<file path="src/rtl/ccff_chain_loader_if.sv">
// Command, bitstream-in and readback-out handshakes of the loader.
// master = host side, slave = loader side.
interface ccff_chain_loader_if #(
    parameter int DATA_WIDTH = 8
);
    logic                  cmd_valid;
    logic                  cmd_read;
    logic                  cmd_ready;
    logic                  s_valid;
    logic [DATA_WIDTH-1:0] s_data;
    logic                  s_ready;
    logic                  m_valid;
    logic [DATA_WIDTH-1:0] m_data;
    logic                  m_ready;

    modport master (
        output cmd_valid,
        output cmd_read,
        input  cmd_ready,
        output s_valid,
        output s_data,
        input  s_ready,
        input  m_valid,
        input  m_data,
        output m_ready
    );

    modport slave (
        input  cmd_valid,
        input  cmd_read,
        output cmd_ready,
        input  s_valid,
        input  s_data,
        output s_ready,
        output m_valid,
        output m_data,
        input  m_ready
    );
endinterface

</file>
<file path="src/rtl/ccff_chain_loader.sv">
// Serial loader and non-destructive readback engine
// for a configuration flip-flop chain segment.
module ccff_chain_loader #(
    parameter int DATA_WIDTH = 8,
    parameter int CHAIN_LEN  = 10
) (
    input  logic                prog_clk,
    input  logic                prog_reset_n,
    ccff_chain_loader_if.slave  bus,
    output logic                ccff_head,
    output logic                ccff_shift_en,
    input  logic                ccff_tail,
    output logic                busy,
    output logic                done
);

    localparam int BW = $clog2(CHAIN_LEN + 1);
    localparam int IW = $clog2(DATA_WIDTH + 1);
    localparam logic [BW-1:0] LEN = BW'(CHAIN_LEN);
    localparam logic [IW-1:0] DW  = IW'(DATA_WIDTH);
    localparam logic [IW-1:0] I1  = IW'(1);

    typedef enum logic [2:0] {
        S_IDLE,
        S_LFETCH,
        S_LSHIFT,
        S_RSHIFT,
        S_REMIT,
        S_DONE
    } state_t;

    state_t                r_state;
    state_t                w_next;
    logic [BW-1:0]         r_bits_left;
    logic [IW-1:0]         r_n;
    logic [IW-1:0]         r_idx;
    logic [DATA_WIDTH-1:0] r_sreg;
    logic [DATA_WIDTH-1:0] r_cap;
    logic [IW-1:0]         w_n_load;
    logic                  w_last_bit;
    logic [DATA_WIDTH-1:0] w_tail_bit;

    assign w_last_bit = (r_bits_left == BW'(1));
    assign w_n_load   = (int'(r_bits_left) >= DATA_WIDTH)
                      ? DW : IW'(r_bits_left);
    assign w_tail_bit = {{(DATA_WIDTH-1){1'b0}}, ccff_tail};

    assign bus.cmd_ready = (r_state == S_IDLE);
    assign bus.s_ready   = (r_state == S_LFETCH);
    assign bus.m_valid   = (r_state == S_REMIT);
    assign bus.m_data    = r_cap;
    assign busy          = (r_state != S_IDLE);
    assign done          = (r_state == S_DONE);
    assign ccff_shift_en = (r_state == S_LSHIFT)
                        || (r_state == S_RSHIFT);
    // Readback feeds the tail straight back in so the chain rotates.
    assign ccff_head = (r_state == S_LSHIFT) ? r_sreg[0]
                     : (r_state == S_RSHIFT) ? ccff_tail
                     : 1'b0;

    always_ff @(posedge prog_clk or negedge prog_reset_n) begin
        if (!prog_reset_n) begin
            r_state <= S_IDLE;
        end else begin
            r_state <= w_next;
        end
    end

    always_comb begin
        w_next = r_state;
        unique case (r_state)
            S_IDLE: begin
                if (bus.cmd_valid) begin
                    w_next = bus.cmd_read ? S_RSHIFT : S_LFETCH;
                end
            end
            S_LFETCH: begin
                if (bus.s_valid) begin
                    w_next = S_LSHIFT;
                end
            end
            S_LSHIFT: begin
                if (r_n == I1) begin
                    w_next = w_last_bit ? S_DONE : S_LFETCH;
                end
            end
            S_RSHIFT: begin
                if ((r_idx == DW - I1) || w_last_bit) begin
                    w_next = S_REMIT;
                end
            end
            S_REMIT: begin
                if (bus.m_ready) begin
                    w_next = (r_bits_left == '0) ? S_DONE : S_RSHIFT;
                end
            end
            S_DONE: begin
                w_next = S_IDLE;
            end
            default: begin
                w_next = S_IDLE;
            end
        endcase
    end

    always_ff @(posedge prog_clk or negedge prog_reset_n) begin
        if (!prog_reset_n) begin
            r_bits_left <= '0;
            r_n         <= '0;
            r_idx       <= '0;
            r_sreg      <= '0;
            r_cap       <= '0;
        end else begin
            unique case (r_state)
                S_IDLE: begin
                    if (bus.cmd_valid) begin
                        r_bits_left <= LEN;
                        r_idx       <= '0;
                        r_cap       <= '0;
                    end
                end
                S_LFETCH: begin
                    if (bus.s_valid) begin
                        r_sreg <= bus.s_data;
                        r_n    <= w_n_load;
                    end
                end
                S_LSHIFT: begin
                    r_sreg      <= r_sreg >> 1;
                    r_n         <= r_n - I1;
                    r_bits_left <= r_bits_left - BW'(1);
                end
                S_RSHIFT: begin
                    r_cap       <= r_cap | (w_tail_bit << r_idx);
                    r_idx       <= r_idx + I1;
                    r_bits_left <= r_bits_left - BW'(1);
                end
                S_REMIT: begin
                    if (bus.m_ready) begin
                        r_cap <= '0;
                        r_idx <= '0;
                    end
                end
                default: begin
                end
            endcase
        end
    end

endmodule

</file>
<file path="src/flat_wrapper.sv">
// flat-port wrapper written by rule: the top's interface ports become plain ports
module ccff_chain_loader_flat 
#(
    parameter int DATA_WIDTH = 8,
    parameter int CHAIN_LEN  = 10
)
  (prog_clk, prog_reset_n, ccff_head, ccff_shift_en, ccff_tail, busy, done, bus_cmd_valid, bus_cmd_read, bus_cmd_ready, bus_s_valid, bus_s_data, bus_s_ready, bus_m_valid, bus_m_data, bus_m_ready);
  ccff_chain_loader_if #(.DATA_WIDTH(DATA_WIDTH)) bus_i ();
  input  logic prog_clk;
  input  logic prog_reset_n;
  output logic ccff_head;
  output logic ccff_shift_en;
  input  logic ccff_tail;
  output logic busy;
  output logic done;
  input wire logic [$bits(bus_i.cmd_valid)-1:0] bus_cmd_valid;
  input wire logic [$bits(bus_i.cmd_read)-1:0] bus_cmd_read;
  output wire logic [$bits(bus_i.cmd_ready)-1:0] bus_cmd_ready;
  input wire logic [$bits(bus_i.s_valid)-1:0] bus_s_valid;
  input wire logic [$bits(bus_i.s_data)-1:0] bus_s_data;
  output wire logic [$bits(bus_i.s_ready)-1:0] bus_s_ready;
  output wire logic [$bits(bus_i.m_valid)-1:0] bus_m_valid;
  output wire logic [$bits(bus_i.m_data)-1:0] bus_m_data;
  input wire logic [$bits(bus_i.m_ready)-1:0] bus_m_ready;
  assign bus_i.cmd_valid = bus_cmd_valid;
  assign bus_i.cmd_read = bus_cmd_read;
  assign bus_cmd_ready = bus_i.cmd_ready;
  assign bus_i.s_valid = bus_s_valid;
  assign bus_i.s_data = bus_s_data;
  assign bus_s_ready = bus_i.s_ready;
  assign bus_m_valid = bus_i.m_valid;
  assign bus_m_data = bus_i.m_data;
  assign bus_i.m_ready = bus_m_ready;
  ccff_chain_loader #(.DATA_WIDTH(DATA_WIDTH), .CHAIN_LEN(CHAIN_LEN)) u_core (.prog_clk(prog_clk), .prog_reset_n(prog_reset_n), .bus(bus_i), .ccff_head(ccff_head), .ccff_shift_en(ccff_shift_en), .ccff_tail(ccff_tail), .busy(busy), .done(done));
endmodule
</file>
<file path="config.mk">
export PLATFORM = sky130hd
export DESIGN_NAME = ccff_chain_loader_flat
export DESIGN_NICKNAME = d
export VERILOG_FILES = /design/src/rtl/ccff_chain_loader_if.sv /design/src/rtl/ccff_chain_loader.sv /design/src/flat_wrapper.sv
export SDC_FILE = /design/constraint.sdc
export NUM_CORES = 1
export LEC_CHECK = 0
export BUFFER_PORTS_ARGS = -buffer_cell sky130_fd_sc_hd__clkbuf_2
export CORE_MARGIN = 2
export CORE_UTILIZATION = 45
export DETAILED_ROUTE_END_ITERATION = 8
export GPL_ROUTABILITY_DRIVEN = 0
export MAX_ROUTING_LAYER = met4
export PLACE_DENSITY_LB_ADDON = 0.1
export SLEW_MARGIN = 20
export SYNTH_ARGS = -nofsm -noshare
export SYNTH_HDL_FRONTEND = slang
export SYNTH_SLANG_ARGS = --single-unit
</file>
<file path="constraint.sdc">
create_clock -name prog_clk -period 1.72 [get_ports prog_clk]
set_clock_uncertainty 0.15 [all_clocks]
set_input_delay 0.344 -clock prog_clk [delete_from_list [all_inputs] [get_ports prog_clk]]
set_output_delay 0.344 -clock prog_clk [all_outputs]
set_load 0.05 [all_outputs]
</file>
# After elaboration in Yosys (flattened, before gate mapping)
# Cells that the tools add are included.
dict set report word_totals {
  reg_bits 31
  in_bits 15
  output_inout_bits 15
  elab_cells 62
}
dict set report op_classes {
  addsub 3
  order_cmp 1
  eq_ne 13
  n_shift 1
  n_mux 24
  n_bitwise 1
  reduce_logical 13
}
# op n
set op_table {}
lappend op_table {{$mux W8} 3}
lappend op_table {{$pmux W8 S3} 1}
lappend op_table {{$mux W3} 7}
lappend op_table {{$mux W4} 5}
lappend op_table {{$pmux W4 S2} 2}
lappend op_table {{$pmux W8 S2} 1}
lappend op_table {{$pmux W3 S5} 1}
lappend op_table {{$pmux W4 S3} 1}
lappend op_table {{$eq A4 B1 Y1 const B} 2}
lappend op_table {{$ne A2 B2 Y1 const B} 4}
lappend op_table {{$or A8 B8 Y8} 1}
lappend op_table {{$shl A1 B4 Y8} 1}
lappend op_table {{$sub A4 B1 Y4 const B} 2}
lappend op_table {{$eq A3 B2 Y1 const B} 2}
lappend op_table {{$eq A3 B3 Y1 const B} 2}
lappend op_table {{$reduce_bool A3 Y1} 2}
lappend op_table {{$reduce_and A5 Y1} 1}
lappend op_table {{$add A4 B1 Y4 const B} 1}
lappend op_table {{$eq A4 B3 Y1 const B} 1}
lappend op_table {{$ge A4 B4 Y1 const B} 1}
lappend op_table {{$logic_not A4 Y1} 1}
lappend op_table {{$reduce_and A2 Y1} 2}
lappend op_table {{$reduce_bool A2 Y1} 2}
lappend op_table {{$eq A3 B1 Y1 const B} 1}
lappend op_table {{7 further kinds} 9}

# Longest topological paths before layout
dict set report depth {
  depth_word 4
  ltp_mapped 6
  depth_no_buf 6
}

# Worst setup path after synthesis
# Ideal clock, no wire load.
dict set report synth_timing {
  path_kind {register -> output}
  startpoint {reg u_core.r_state[1]}
  endpoint {out busy}
  arrival_time_ps 2286
  t_required_ps 1226
  setup_slack_ps -1060
  path_stages_with_launch 4
  path_buffers 1
  cell_sequence {dfrtp_1 -> buf_4 -> nor3_1 -> inv_1}
}
dict set report synth_between {
  elab_chain_len 1
}
# element line
set synth_rtl {}
lappend synth_rtl {{start, declared} ccff_chain_loader.sv:32} ;# state_t r_state;
lappend synth_rtl {{start signal, assigned} ccff_chain_loader.sv:65} ;# r_state <= w_next;
lappend synth_rtl {{$reduce_bool A3 Y1} ccff_chain_loader.sv:52} ;# assign busy = (r_state != S_IDLE);
lappend synth_rtl {{end, declared} flat_wrapper.sv:14} ;# output logic busy;
# No other way between the ends.

# Worst setup path in the final report
dict set report layout_timing {
  startpoint {reg u_core.r_state[2]}
  endpoint {reg u_core.r_state[0]}
}
dict set report layout_between {
  elab_chain_len 3
  word_cells_on_any_way 12
  classes_between {9 x eq/ne; 1 x mux; 2 x reduce/logical}
}
# element line
set layout_rtl {}
lappend layout_rtl {{$eq A3 B2 Y1 (tied with other cells)} ccff_chain_loader.sv:71} ;# unique case (r_state)
lappend layout_rtl {{$ne A2 B2 Y1 (no line) / $ne A2 B1 Y1 (equally long branches)} -}
lappend layout_rtl {{$reduce_and A5 Y1 (no line)} -}
# Parallel ways exist; a longest one is shown, timed or not.
# A chain may end at the register's enable or synchronous reset.

==> results_dict.tcl <==
set metrics [dict create \
    clkSinkCount 31 \
    ys_ff_latch 31 \
    grt.busiest_layer "met2" \
    grt_util_met1 0.2661 \
    areaGrowthSynthToFinish_pct 45.12 \
    synth-edff-count 0 \
    relSlewSlack 0.7410 \
    grt-ovfl-total 0 \
    grt_max_degree 32 \
    finalSetupViolCount 11 \
    cp_max_fo 7 \
    endpoint_kind "flip-flop" \
    syn_avg_cell_area_um2 9.554 \
    worst_slew_pin_slew_ns 0.3886 \
    whs_ns 0.1145 \
    ctsRootBufferMaster "clkbuf_8" \
    p_seq_frac 0.278 \
    synth_cells 173 \
    async_reset_ff_frac 1.000 \
    cp_cell_sequence "buf_12 > buf_4 > nor4b_1 > a21o_1 > o21ai_0 > o31ai_1" \
    finalHoldViolations 0 \
    crit_family "compound AO/OA/AOI/OAI gates" \
    wl_per_cell_um 15.28 \
    drive_gt1_frac 0.4017 \
    worstSkewPairLatency_ns 0.28 \
    maxSlewViolCount 0 \
    post-route-worst-setup-slack_ns -0.1008 \
    netlist_area_um2 1653 \
    yosys_warnings 0 \
    n_antenna_cell 0 \
    io_buffers 29 \
    final_common_cell "dfrtp_1" \
    ant_nets 0 \
    layout_common_cells "dfrtp_1, clkbuf_2, buf_4" \
    yosys_most_used_dff "dfrtp_1" \
    vias 1497 \
    track_usage 0.2247 \
    cts.path.max_buffers 2 \
    power.switching_mw 2.159 \
    clk_pin_slew_ns 0.07 \
    drc 0 \
    cpPeakStageDelay_ns 0.41 \
    grt_use_met2 0.3958 \
    fin_crit_ns 1.821 \
    cts_tree "yes" \
    chipHeight_um 64.61 \
    peakVddDrop_uv 972.1 \
    cap_violations 0 \
    firstDrtPassIters 4 \
    critPathLaunchType "flip-flop" \
    yosysSeqAreaShare 0.4693 \
    first_global_vias 1537 \
    cp.arrival_ns 1.84 \
    drt-initial-drc-count 63 \
    power_leakage_nw 1.099 \
    yosysTopAreaCell "dfrtp_1" \
    finalCritPeriodShare 1.059 \
    required_ns 1.73 \
    critPathBufInv 2 \
    path_class "reg -> reg" \
    comb_power_share 0.577 \
    dp_hpwl_um 2819 \
    pre_cts_ws_ns 0.004468 \
    avgViaCountPerCell 5.404 \
    core_area_um2 3606 \
    synth_top_cells_by_area "dfrtp_1, nor2_1, ha_1, nor3_1, o22ai_1" \
    cp_slowest_cell "dfrtp_1" \
    grt_pass1_wl_um 7031 \
    pin_count 30 \
    antenna_found_initial 0 \
    rows 22 \
    synth.distinct_cells 45 \
    nets 249 \
    met3_usage 0.03819 \
    netlist.area_leader.share 0.4693 \
    internal-power_mw 2.745 \
    rsz0062_at_grt "true" \
    finalWirelength_um 4233 \
    clockPowerShare 0.145 \
    fin_area_um2 2399 \
    htreeDepth 2 \
    die_x_um 64.61 \
    die_area_um2 4174 \
    outcome "complete, but fails checks" \
    dpl_cell_area_um2 1987 \
    max_freq_mhz 549.2 \
    synth_nets 194 \
    worstHoldPathType "in -> reg" \
    power_density_nw_per_um2 2045 \
    swShare 0.4403 \
    numCtsBuffers 5 \
    start_util 0.4584 \
    violations "negative setup slack" \
]
## worst paths after layout
| kind | startpoint | end | slack, ns | cells after the start |
|---|---|---|---|---|
| max | u_core.r_state[2]$_DFFE_PN0P_ | u_core.r_state[0]$_DFFE_PN0P_ | -0.10 | 6 |
| min | bus_s_data[7] | u_core.r_sreg[7]$_DFFE_PN0P_ | 0.11 | 3 |
| max reg2reg | u_core.r_state[2]$_DFFE_PN0P_ | u_core.r_state[0]$_DFFE_PN0P_ | -0.10 | 6 |
| min reg2reg | u_core.bus.m_data[2]$_DFFE_PN0P_ | u_core.bus.m_data[2]$_DFFE_PN0P_ | 0.35 | 2 |
| max in group asynchronous | prog_reset_n | u_core.r_state[0]$_DFFE_PN0P_ | 0.66 | 3 |
| min in group asynchronous | prog_reset_n | u_core.r_idx[3]$_DFFE_PN0P_ | 0.46 | 3 |
## sequential cells by signal, summed over array words and instances (netlist names)
signal and flops:
u_core.bus.m_data 8, u_core.r_sreg 8, u_core.r_bits_left 4, u_core.r_idx 4, u_core.r_n 4, u_core.r_state 3
## synth_stat cells (4+ instances only)
cell	instances
nor2_1	22
dfrtp_1	31
a21oi_1	8
buf_2	4
nor3_1	11
o21ai_0	9
o22ai_1	8
inv_1	8
nand2_1	8
nor3b_1	5
ha_1	6
## worst register-to-register path, stage by stage (launching register included)
cell and delay [ns]:
dfrtp_1 0.41, buf_12 0.15, buf_4 0.16, nor4b_1 0.36, a21o_1 0.22, o21ai_0 0.15, o31ai_1 0.11
## repair_timing
item / CTS / global route
buffers inserted: 8 / 3
resized for setup: 28 / 22
hold buffers: 1 / 0
endpoints found under the hold margin: 31 / 0
pin swaps: 4 / 9
endpoints found under the setup margin: 8 / 31
## power groups by stage
| stage | clock network [mW] | registers (mW) | logic (mW) |
|---|---|---|---|
| CTS | 0.731 | 1.35 | 2.60 |
| detailed placement | 0 | 1.36 | 2.28 |
| finish | 0.712 | 1.36 | 2.83 |
| floorplan | 0 | 1.43 | 1.50 |
| global route | 0.762 | 1.41 | 3.06 |
| global placement | 0 | 1.34 | 2.21 |
## kinds of logic (layout without fill, tap and decap cells)
logic type	count (synthesis)	in the layout	share of synthesized area
buf+inv	18	74	0.05299
fa+ha+maj	6	6	0.04542
flops	31	31	0.4693
xor+xnor	2	2	0.01060
compound gates	45	45	0.1794
simple gates	68	68	0.2241
mux	3	3	0.01817
## per-stage QoR
stage	power [mW]	util	instances	TNS, ns
floorplan	2.939	-	173	-2.056
global placement	3.550	0.5510	257	0
detailed placement	3.641	0.5510	257	0
CTS	4.681	0.6343	274	-0.5223
global route	5.236	0.6652	277	-1.288
finish	4.904	0.6652	277	-0.6027
## layout make-up
type	instances	area (um2)
flip-flops and latches	31	777.0
repair buffers	58	485.5
fillers	301	1207
clock inverters	3	43.79
multi-input cells	124	929.6
well taps	48	60.06
inverters	8	33.78
clock buffers	5	68.82
## layer usage
| metal | up-vias | routed length [um] |
|---|---|---|
| met2 | 32 | 2197 |
| li1 | 738 | - |
| met4 | 0 | 27 |
| met1 | 725 | 1853 |
| met5 | - | 0 |
| met3 | 2 | 155 |
Note: power is estimated with default switching activity, not from simulation.
